[config.mk]
export PLATFORM = sky130hd
export DESIGN_NAME = apb_master_ctrl
export DESIGN_NICKNAME = d
export VERILOG_FILES = /design/src/rtl/apb_master_ctrl.sv
export SDC_FILE = /design/constraint.sdc
export NUM_CORES = 1
export LEC_CHECK = 0
export ABC_AREA = 1
export CORE_MARGIN = 2
export CORE_UTILIZATION = 45
export CTS_CLUSTER_DIAMETER = 120
export DETAILED_ROUTE_END_ITERATION = 16
export HOLD_SLACK_MARGIN = 0.08
export PLACE_DENSITY_LB_ADDON = 0.3
export SLEW_MARGIN = 20
export SYNTH_ARGS = -nofsm -noshare
export SYNTH_HDL_FRONTEND = slang
export SYNTH_SLANG_ARGS = --single-unit
[constraint.sdc]
create_clock -name clk -period 4.9 [get_ports clk]
set_clock_uncertainty 0.15 [all_clocks]
set_input_delay 0.98 -clock clk [delete_from_list [all_inputs] [get_ports clk]]
set_output_delay 0.98 -clock clk [all_outputs]
set_load 0.005 [all_outputs]
[src/rtl/apb_master_ctrl.sv]
// Single-outstanding APB initiator: turns a valid/ready request/response port into
// APB SETUP/ACCESS transfers, with a bounded wait on pready that ends in an error response.
module apb_master_ctrl #(
    parameter int unsigned ADDR_W  = 16,
    parameter int unsigned DATA_W  = 32,
    parameter int unsigned TIMEOUT = 255
) (
    input  logic              clk,
    input  logic              reset_n,
    input  logic              req_valid,
    output logic              req_ready,
    input  logic [ADDR_W-1:0] req_addr,
    input  logic              req_write,
    input  logic [DATA_W-1:0] req_wdata,
    output logic              rsp_valid,
    input  logic              rsp_ready,
    output logic [DATA_W-1:0] rsp_rdata,
    output logic              rsp_err,
    output logic              psel,
    output logic              penable,
    output logic              pwrite,
    output logic [ADDR_W-1:0] paddr,
    output logic [DATA_W-1:0] pwdata,
    input  logic [DATA_W-1:0] prdata,
    input  logic              pready,
    input  logic              pslverr
);

    // Counter only has to reach TIMEOUT-1; the TIMEOUT-th stalled cycle is detected by compare.
    localparam int unsigned CNT_W = (TIMEOUT < 2) ? 1 : $clog2(TIMEOUT);
    localparam logic [CNT_W-1:0] CNT_LAST = CNT_W'(TIMEOUT - 1);

    typedef enum logic [1:0] {
        IDLE,
        SETUP,
        ACCESS,
        RESP
    } state_t;

    state_t            state, state_d;
    logic [CNT_W-1:0]  wait_cnt, wait_cnt_d;
    logic              req_ready_d;
    logic              rsp_valid_d, rsp_err_d;
    logic [DATA_W-1:0] rsp_rdata_d;
    logic              psel_d, penable_d, pwrite_d;
    logic [ADDR_W-1:0] paddr_d;
    logic [DATA_W-1:0] pwdata_d;

    // Next-state and next-output logic; every register holds unless a transition updates it.
    always_comb begin
        state_d     = state;
        wait_cnt_d  = wait_cnt;
        rsp_valid_d = rsp_valid;
        rsp_rdata_d = rsp_rdata;
        rsp_err_d   = rsp_err;
        psel_d      = psel;
        penable_d   = penable;
        pwrite_d    = pwrite;
        paddr_d     = paddr;
        pwdata_d    = pwdata;

        case (state)
            IDLE: begin
                if (req_valid) begin
                    paddr_d    = req_addr;
                    pwrite_d   = req_write;
                    pwdata_d   = req_wdata;
                    psel_d     = 1'b1;
                    penable_d  = 1'b0;
                    wait_cnt_d = '0;
                    state_d    = SETUP;
                end
            end
            SETUP: begin
                penable_d = 1'b1;
                state_d   = ACCESS;
            end
            ACCESS: begin
                // A slave completion on the deadline cycle takes priority over the abort.
                if (pready) begin
                    rsp_rdata_d = pwrite ? '0 : prdata;
                    rsp_err_d   = pslverr;
                    rsp_valid_d = 1'b1;
                    psel_d      = 1'b0;
                    penable_d   = 1'b0;
                    state_d     = RESP;
                end else if (TIMEOUT != 0 && wait_cnt == CNT_LAST) begin
                    rsp_rdata_d = '0;
                    rsp_err_d   = 1'b1;
                    rsp_valid_d = 1'b1;
                    psel_d      = 1'b0;
                    penable_d   = 1'b0;
                    state_d     = RESP;
                end else begin
                    wait_cnt_d = wait_cnt + CNT_W'(1);
                end
            end
            RESP: begin
                if (rsp_ready) begin
                    rsp_valid_d = 1'b0;
                    state_d     = IDLE;
                end
            end
            default: begin
                psel_d      = 1'b0;
                penable_d   = 1'b0;
                rsp_valid_d = 1'b0;
                state_d     = IDLE;
            end
        endcase

        req_ready_d = (state_d == IDLE);
    end

    // State and output registers.
    always_ff @(posedge clk or negedge reset_n) begin
        if (!reset_n) begin
            state     <= IDLE;
            wait_cnt  <= '0;
            req_ready <= 1'b1;
            rsp_valid <= 1'b0;
            rsp_rdata <= '0;
            rsp_err   <= 1'b0;
            psel      <= 1'b0;
            penable   <= 1'b0;
            pwrite    <= 1'b0;
            paddr     <= '0;
            pwdata    <= '0;
        end else begin
            state     <= state_d;
            wait_cnt  <= wait_cnt_d;
            req_ready <= req_ready_d;
            rsp_valid <= rsp_valid_d;
            rsp_rdata <= rsp_rdata_d;
            rsp_err   <= rsp_err_d;
            psel      <= psel_d;
            penable   <= penable_d;
            pwrite    <= pwrite_d;
            paddr     <= paddr_d;
            pwdata    <= pwdata_d;
        end
    end

endmodule
==> flow_results.org, run 1 <==
** Worst setup path
- Among all stages on the critical path, the largest delay is contributed by sky130_fd_sc_hd__nand2_4.
- Together, buffers and inverters on the worst path number 1.
- Classification of the worst setup path :: in -> reg
- The worst setup path is captured at a flop.
- The startpoint identified for the worst register-to-register timing path is wait_cnt[0]$_DFFE_PN0P_.
- The worst setup path is launched from a primary input.
- Top fanout value on the critical path :: 37
- STA puts the critical path data required time at 5.04 ns.
- Worst EP arrival :: 2.72 ns
- Reg-to-reg endpoint :: rsp_rdata[20]$_DFFE_PN0P_
- The number of cells on the worst reg-to-reg path is 8.
- List of cells traversed by the critical path :: clkdlybuf4s50_1, nand2_2, nand2_4, nand3_1, nand2_1
- Largest stage delay on the critical path :: 0.51 ns
- Crit path max-delay family :: simple AND/OR/NAND/NOR gates
- Minimum setup slack among reg-to-reg paths :: 2.59 ns

** STA
- Maximum clock frequency :: 0.388 GHz
- The number of slew-limit violations in the final report was 0.
- Setup repair after global routing missed its margin :: no
- Crit share post-route :: 52.6%
- Headroom to the max-slew limit came out at 50.2%.
- Setup total negative slack on the finished layout was measured at 0 ns.
- After layout, the minimum clock period comes to 2.58 ns.
- The final hold violation count came to 0.
- Setup violations, final :: 0
- At the pin with the least slew margin, the transition time is 0.744 ns.

** CTS
- After clock tree synthesis, the clock-pin slew on the worst setup and hold paths is 0.09 ns.
- The clock reaches the later pin of the worst-skew pair after 0.35 ns.
- Clock tree from TritonCTS :: built
- No sink is reached through more buffers than the 2 on the longest clock path.
- Hold Buf Count CTS :: 0
- H-tree level count :: 3
- In this run, post-CTS repair resized a total of 0 instances.
- In this run, CTS created clock tree buffers numbering 9.
- The tree is rooted in a sky130_fd_sc_hd__clkbuf_8.
- The clock net in this run drives a total of 96 sinks.
- Total setup buffers inserted after CTS :: 0

** Hold path
- Hold worst-path end :: pwdata[0]$_DFFE_PN0P_
- WHS Path Cells :: 1
- Hold_sp :: pwdata[0]$_DFFE_PN0P_
- Min-delay worst type :: reg -> reg

** Layout
- Post-synthesis to final-layout area growth :: 49.8%
- The filler cells instantiated in the layout total 657.
- Post-Layout Cell Count :: 620
- Proportion of layout cells with a drive suffix above 1 :: 15.1%
- Post-layout nets :: 595
- Fin util :: 68.4%

** Detailed routing
- First-pass detailed-route iteration total :: 4
- Remaining design rule violation count :: 0
- The first routing iteration left 136 violations.
- The count of nets left with antenna violations once routing finished came out at 0.
- After detailed routing, the number of vias per cell comes to 5.15.
- Final routed wirelength across all metal layers :: 9870 um
- Via count of the routed design :: 3195
- Mean routed wirelength per cell :: 15.9 um

** Logic synthesis
- The mapped netlist covers 3920 um2.
- The synthesized design contains 0 enable-type register cells.
- In this run, distinct cell masters in the synthesized netlist total 25.
- Synthesis produced a netlist with a net count of 428.
- Share of flip-flops with an asynchronous set or reset :: 100%
- Register area share after synthesis :: 61.3%
- Top flip-flop cell by instance count after synthesis :: sky130_fd_sc_hd__dfrtp_1
- For this run, the number of Yosys warnings is 0.
- In this run, synthesis produced a sequential element count of 96.
- Mapped Avg Cell Area :: 11.6 um2
- Number of standard cells after synthesis :: 339

** Global route
- In the global route stage, overall resource usage came out at 21.2%.
- Met1 GRT Util :: 25.6%
- Number of antenna violations at the first check in global routing :: 0
- Leftover overflow at the end of global routing :: 0
- Wire length of the first global-routing pass :: 15900 um
- Number of global-route vias before repair :: 3285
- For this run, global-route usage on met2 was measured as 33.7%.
- Entering global routing, the biggest net connects 61 pins.
- Most congested layer reported by global routing :: met2
- In the global route stage, met3 resource usage came out at 8.63%.

** Job
- Across the run, the number of max-cap violations was 0.

** Floorplan
- The core region is 8590 um2.
- The floorplan has 34 rows.
- Die span in x :: 97.4 um
- Floorplan die height :: 97.4 um
- For this configuration, the core starts out at a cell density of 45.6%.
- During I/O placement, the number of pins put on the boundary was 173.
- Floorplan die area :: 9480 um2

** Placed design
- Port buffering added 172 buffers.
- Number of placed instances with taps included :: 603
- The HPWL after detailed placement is 7120 um.
- Routability-driven placement finished with a final weighted congestion of 0.847.

** Power and ir drop
- IR analysis of the VDD net gives a maximum drop of 0.385 mV.
- Power density cells :: 577 nW/um2
- LEAKAGE :: 0.00261 uW

** Status
- The flow ran to the end, and the final reports show no timing, DRC or antenna violations.
## per-stage QoR
stage          setup WS, ns  total power (uW)  hold slack, ns  area [um2]
2_1_floorplan          2.95              1990           0.331        3920
3_3_place_gp           1.77              2890           0.332        5680
3_5_place_dp           1.97              2940           0.343        5690
4_1_cts                2.34              3440           0.365        5870
5_1_grt                2.20              3610           0.376        5870
6_report               2.32              3390           0.361        5880
## flip-flops by register name, indices dropped and copies added, names as in the netlist, 2 cells and up
| register | cells |
|---|---|
| rsp_rdata | 32 |
| state | 2 |
| paddr | 16 |
| wait_cnt | 8 |
| pwdata | 32 |
## metal layers
layer	wire (um)	vias up
met5	0	-
met1	4040	1546
met4	233	0
met2	4580	149
li1	-	1481
met3	1020	19
## worst register-to-register path, stage by stage, from the launching register on
cell and delay (ns):
sky130_fd_sc_hd__dfrtp_1 0.42, sky130_fd_sc_hd__inv_1 0.09, sky130_fd_sc_hd__ha_1 0.15, sky130_fd_sc_hd__nand2_1 0.05
sky130_fd_sc_hd__nor2_1 0.20, sky130_fd_sc_hd__nand3_4 0.41, sky130_fd_sc_hd__nand2_4 0.48, sky130_fd_sc_hd__nand3_1 0.18
sky130_fd_sc_hd__nand2_1 0.11
## power by group
| group | internal [uW] | switching (uW) |
|---|---|---|
| sequential | 1170 | 215 |
| combinational | 968 | 554 |
| clock | 213 | 267 |
| total | 2350 | 1040 |
## cell usage after synthesis (3+ instances only)
cell                       instances  area [um2]
sky130_fd_sc_hd__nor2_1            9        33.8
sky130_fd_sc_hd__buf_2             4        20.0
sky130_fd_sc_hd__nand3_1          75         375
sky130_fd_sc_hd__nand2_1          62         233
sky130_fd_sc_hd__mux2_2           49         552
sky130_fd_sc_hd__o21ai_0           6        30.0
sky130_fd_sc_hd__buf_4             5        37.5
sky130_fd_sc_hd__inv_1             7        26.3
sky130_fd_sc_hd__dfrtp_1          95        2380
sky130_fd_sc_hd__buf_6             3        33.8
sky130_fd_sc_hd__clkbuf_1          5        18.8
## cell type report
class,count,area (um2),area share [%]
Tap cell,108,135,2.30
Inverter,8,30.0,0.511
Clock buffer,12,155,2.64
Clock inverter,4,28.8,0.490
Sequential cell,96,2400,40.9
Timing Repair Buffer,173,1730,29.4
Antenna cell,1,2.50,0.0426
Multi-Input combinational cell,218,1390,23.7
## worst max path at each step
stage              start                        end  slack, ns  depth (start not counted)
6_report          pready  rsp_rdata[20]$_DFFE_PN0P_       2.32                          5
5_1_grt           pready        penable$_DFFE_PN0P_       2.20                          4
4_1_cts           pready  rsp_rdata[20]$_DFFE_PN0P_       2.34                          5
3_5_place_dp      pready  rsp_rdata[20]$_DFFE_PN0P_       1.97                          5
3_3_place_gp   req_valid    wait_cnt[2]$_DFFE_PN0P_       1.77                          6
2_1_floorplan  req_valid      paddr[10]$_DFFE_PN0P_       2.95                          3
## placed cells by master (no fill, tap or decap), types with 2 or more instances in the layout
master / netlist / final
sky130_fd_sc_hd__clkdlybuf4s50_1: 0 / 171
sky130_fd_sc_hd__nand3_1: 75 / 75
sky130_fd_sc_hd__dfrtp_1: 95 / 95
sky130_fd_sc_hd__nand2_4: 1 / 2
sky130_fd_sc_hd__nand2_2: 2 / 2
sky130_fd_sc_hd__o21ai_0: 6 / 6
sky130_fd_sc_hd__clkinvlp_4: 0 / 2
sky130_fd_sc_hd__buf_4: 5 / 2
sky130_fd_sc_hd__nand4_1: 2 / 2
sky130_fd_sc_hd__nor2_4: 2 / 3
sky130_fd_sc_hd__ha_1: 2 / 2
sky130_fd_sc_hd__inv_1: 7 / 7
sky130_fd_sc_hd__nand2_1: 62 / 61
sky130_fd_sc_hd__mux2_2: 49 / 49
sky130_fd_sc_hd__nor2_1: 9 / 8
sky130_fd_sc_hd__clkbuf_8: 0 / 11
sky130_fd_sc_hd__xnor2_1: 2 / 2
## kinds of logic after synthesis
family                   count (synthesis)  share of synthesized area, %
buffers and inverters                   25                          3.57
AO/OA/AOI/OAI                            7                         0.893
flip-flops                              96                          61.3
adder cells (fa/ha/maj)                  2                         0.638
AND/OR/NAND/NOR                        157                          18.9
multiplexers                            49                          14.1
XOR/XNOR                                 3                         0.670
(Power assumes the default switching activity.)
==> run 2, diff against run 1 <==
--- a/config.mk
+++ b/config.mk
@@ -7,7 +7,7 @@
 export LEC_CHECK = 0
 export ABC_AREA = 1
 export CORE_MARGIN = 2
-export CORE_UTILIZATION = 45
+export CORE_UTILIZATION = 38
 export CTS_CLUSTER_DIAMETER = 120
 export DETAILED_ROUTE_END_ITERATION = 16
 export HOLD_SLACK_MARGIN = 0.08
==> constraint.sdc (replaced) <==
create_clock -name clk -period 2.3 [get_ports clk]
set_clock_uncertainty 0.15 [all_clocks]
set_input_delay 0.46 -clock clk [delete_from_list [all_inputs] [get_ports clk]]
set_output_delay 0.46 -clock clk [all_outputs]
set_load 0.005 [all_outputs]
==> flow_results.org, run 2 (same netlist as run 1, synthesis figures left out) <==
** Status
- Result of the run :: finished clean

** Power and ir drop
- Combinational Power Share :: 44.2% (-0.7 points)
- LEAKAGE :: 0.00268 uW (+2.5%)
- Maximum vdd ir drop :: 0.557 mV (+45%)
- The internal power component came to 5250 uW (+120%).
- The share of power burned in registers was 39.5% (-1.5 points).
- Clock network fraction of total power :: 16.3% (+2.2 points)
- The total net switching power was 2220 uW (+110%).
- Switch share :: 29.7% (-0.83 points)
- The power per unit of standard cell area came to 1240 nW/um2 (+110%).

** STA
- For the finished layout, the period the worst path requires is 2.03 ns.
- Final hold viol count :: 0 (unchanged)
- Total negative slack for setup checks :: 0 ns (unchanged)
- Slew Viols, Final :: 0 (unchanged)
- The total of endpoints with negative setup slack in the final report came to 0 (unchanged).
- The transition at the pin with the smallest max-transition slack came to 0.460 ns (-0.284 ns).
- The worst path uses 88.3% of the clock period.
- Setup repair after global routing missed its margin :: no
- Maximum clock frequency :: 0.493 GHz
- The headroom to the max-slew limit came to 69.3% (+19 points).

** CTS
- The total number of clock tree sinks is 96 (unchanged).
- The clock transition time at the flip-flop clock pins of the worst setup and hold paths came to 0.09 ns (about the same).
- The number of buffers inserted to repair setup after CTS came to 0 (unchanged).
- Clock tree from TritonCTS :: built
- The CTS buffer count is 9 (unchanged).
- Hold Buf Count CTS :: 1 (+1)
- The cell sitting at the root of the clock tree is a sky130_fd_sc_hd__clkbuf_8.
- The H-tree depth reported by CTS came to 3 (unchanged).
- Worst skew pair latency :: 0.36 ns (about the same)
- Number of buffers on the longest clock path :: 2 (unchanged)
- The post-cts sizing count is 0 (unchanged).

** Hold path
- Min-delay worst type :: reg -> reg

** Layout
- The layout cell share with drive strength beyond 1 came to 16.5% (+1.4 points).
- The library cells used most frequently in the layout, excluding fill and tap cells, are 171 x sky130_fd_sc_hd__clkdlybuf4s50_1, 95 x sky130_fd_sc_hd__dfrtp_1, 75 x sky130_fd_sc_hd__nand3_1, 61 x sky130_fd_sc_hd__nand2_1, 49 x sky130_fd_sc_hd__mux2_2.
- Post-synthesis to final-layout area growth :: 53.9%
- Leaving out fill and tap cells, the most frequent cell in the layout is sky130_fd_sc_hd__clkdlybuf4s50_1.
- Fin util :: 59.3% (-9.1 points)
- Number of diodes added for antenna fixing :: 0 (-1)
- The number of inserted filler cells in the final layout is 901 (+37%).
- Post-layout nets :: 605 (+1.7%)
- Leading registers by flop count :: pwdata: 32 flops, rsp_rdata: 32 flops, paddr: 16 flops

** Floorplan
- Initial Utilization :: 38.5% (-7.1 points)
- The area of the core region came to 10200 um2 (+19%).
- Cell row count :: 37 (+8.8%)
- The height of the die was 106 um (+8.5%).
- Floorplan die area :: 11200 um2 (+18%)
- The top-level I/O count came to 173 (unchanged).
- The die extent in x is 106 um (+8.5%).

** Global route
- Largest net degree at the start of global routing :: 42 (-31%)
- The wire length of the first global-routing pass came to 16600 um (+4.6%).
- Leftover overflow at the end of global routing :: 0 (unchanged)
- The via count of the first global-routing pass came to 3309 (+0.73%).
- The overall global routing resource usage was 19.0% (-2.2 points).
- Number of antenna violations at the first check in global routing :: 0 (unchanged)

** Worst setup path
- Kind of end point of the critical path :: output pin
- The maximum fanout count along the critical path came to 1 (-97%).
- Critical path launch point type :: flop
- Largest stage delay on the critical path :: 0.53 ns (+0.02 ns)
- Among cell families on the critical path, the largest total delay comes from flip-flops.
- Worst EP arrival :: 1.42 ns (-1.30 ns)
- Count of buffering cells on the critical path with inverters included :: 1 (unchanged)
- Classification of the worst setup path :: reg -> out
- List of cells traversed by the critical path :: clkdlybuf4s50_1
- The required time of the critical path is 1.69 ns (-3.35 ns).
- The largest individual stage delay along the critical path comes from the cell sky130_fd_sc_hd__dfstp_2.

** Detailed routing
- The wire length reported by the detailed router is 10200 um (+3.0%).
- The number of DRC markers after the initial detailed-route iteration was 187 (+38%).
- The via count normalized by instance count came to 4.82 (-6.4%).
- The iteration count of the initial detailed-routing pass came to 4 (unchanged).
- Mean routed wirelength per cell :: 15.5 um (-2.8%)
- The post-detailed-route count of antenna-violating nets is 0 (unchanged).
- Remaining design rule violation count :: 0 (unchanged)
- Via count of the routed design :: 3168 (-0.85%)

** Job
- The max-capacitance violation count came to 0 (unchanged).

** Placed design
- The estimated wirelength of the detail-placed design came to 7490 um (+5.2%).
- The number of port buffers is 172 (unchanged).
- The final RePlAce weighted congestion came to 0.770 (-9.2%).
==> run 2: power by group through the flow <==
stage                     clock network [uW]  registers [uW]  logic (uW)
after global placement                     0            2950        3280
after CTS                               1270            2960        3360
after floorplan                            0            3010        1230
final                                   1220            2950        3300
after detailed placement                   0            2990        3330
after global routing                    1340            3060        3570
==> run 2: area by class of cell <==
cell class | instances | area [um2] | share of cell area (%)
clock buffers | 11 | 141 | 2.34
clock inverters | 5 | 80.1 | 1.33
inverters | 8 | 30.0 | 0.497
multi-input cells | 218 | 1380 | 22.9
flip-flops and latches | 96 | 2400 | 39.8
well taps | 136 | 170 | 2.82
repair buffers | 183 | 1830 | 30.3
==> run 2: metrics by stage <==
stage	hold WS [ns]	cells	worst slack [ns]	cell area (um2)	power, uW
6_report	0.353	657	0.270	6040	7470
4_1_cts	0.362	657	0.259	6040	7580
5_1_grt	0.371	657	0.119	6040	7970
2_1_floorplan	0.0144	339	0.752	3920	4240
3_5_place_dp	0.286	640	0.263	5810	6320
3_3_place_gp	0.284	640	0.313	5810	6230
==> run 2: worst paths after layout <==
check | endpoint | slack [ns] | from | depth (start not counted)
min in group asynchronous | paddr[11]$_DFFE_PN0P_ | 0.44 | reset_n | 2
max in group asynchronous | pwdata[4]$_DFFE_PN0P_ | 0.89 | reset_n | 3
hold reg to reg | rsp_err$_DFFE_PN0P_ | 0.35 | rsp_err$_DFFE_PN0P_ | 2
hold / removal | rsp_err$_DFFE_PN0P_ | 0.35 | rsp_err$_DFFE_PN0P_ | 2
setup / recovery | req_ready | 0.27 | req_ready$_DFF_PN1_ | 1
setup reg to reg | rsp_rdata[13]$_DFFE_PN0P_ | 0.32 | wait_cnt[0]$_DFFE_PN0P_ | 8
==> run 2: per-layer routing <==
metal  vias to the layer above  wire length, um  track usage [%]
met1                      1543             4140             23.8
met2                       111             5130             30.8
met4                         0              162             6.58
met5                         -                0                0
met3                        12              729             6.37
li1                       1502                -                -
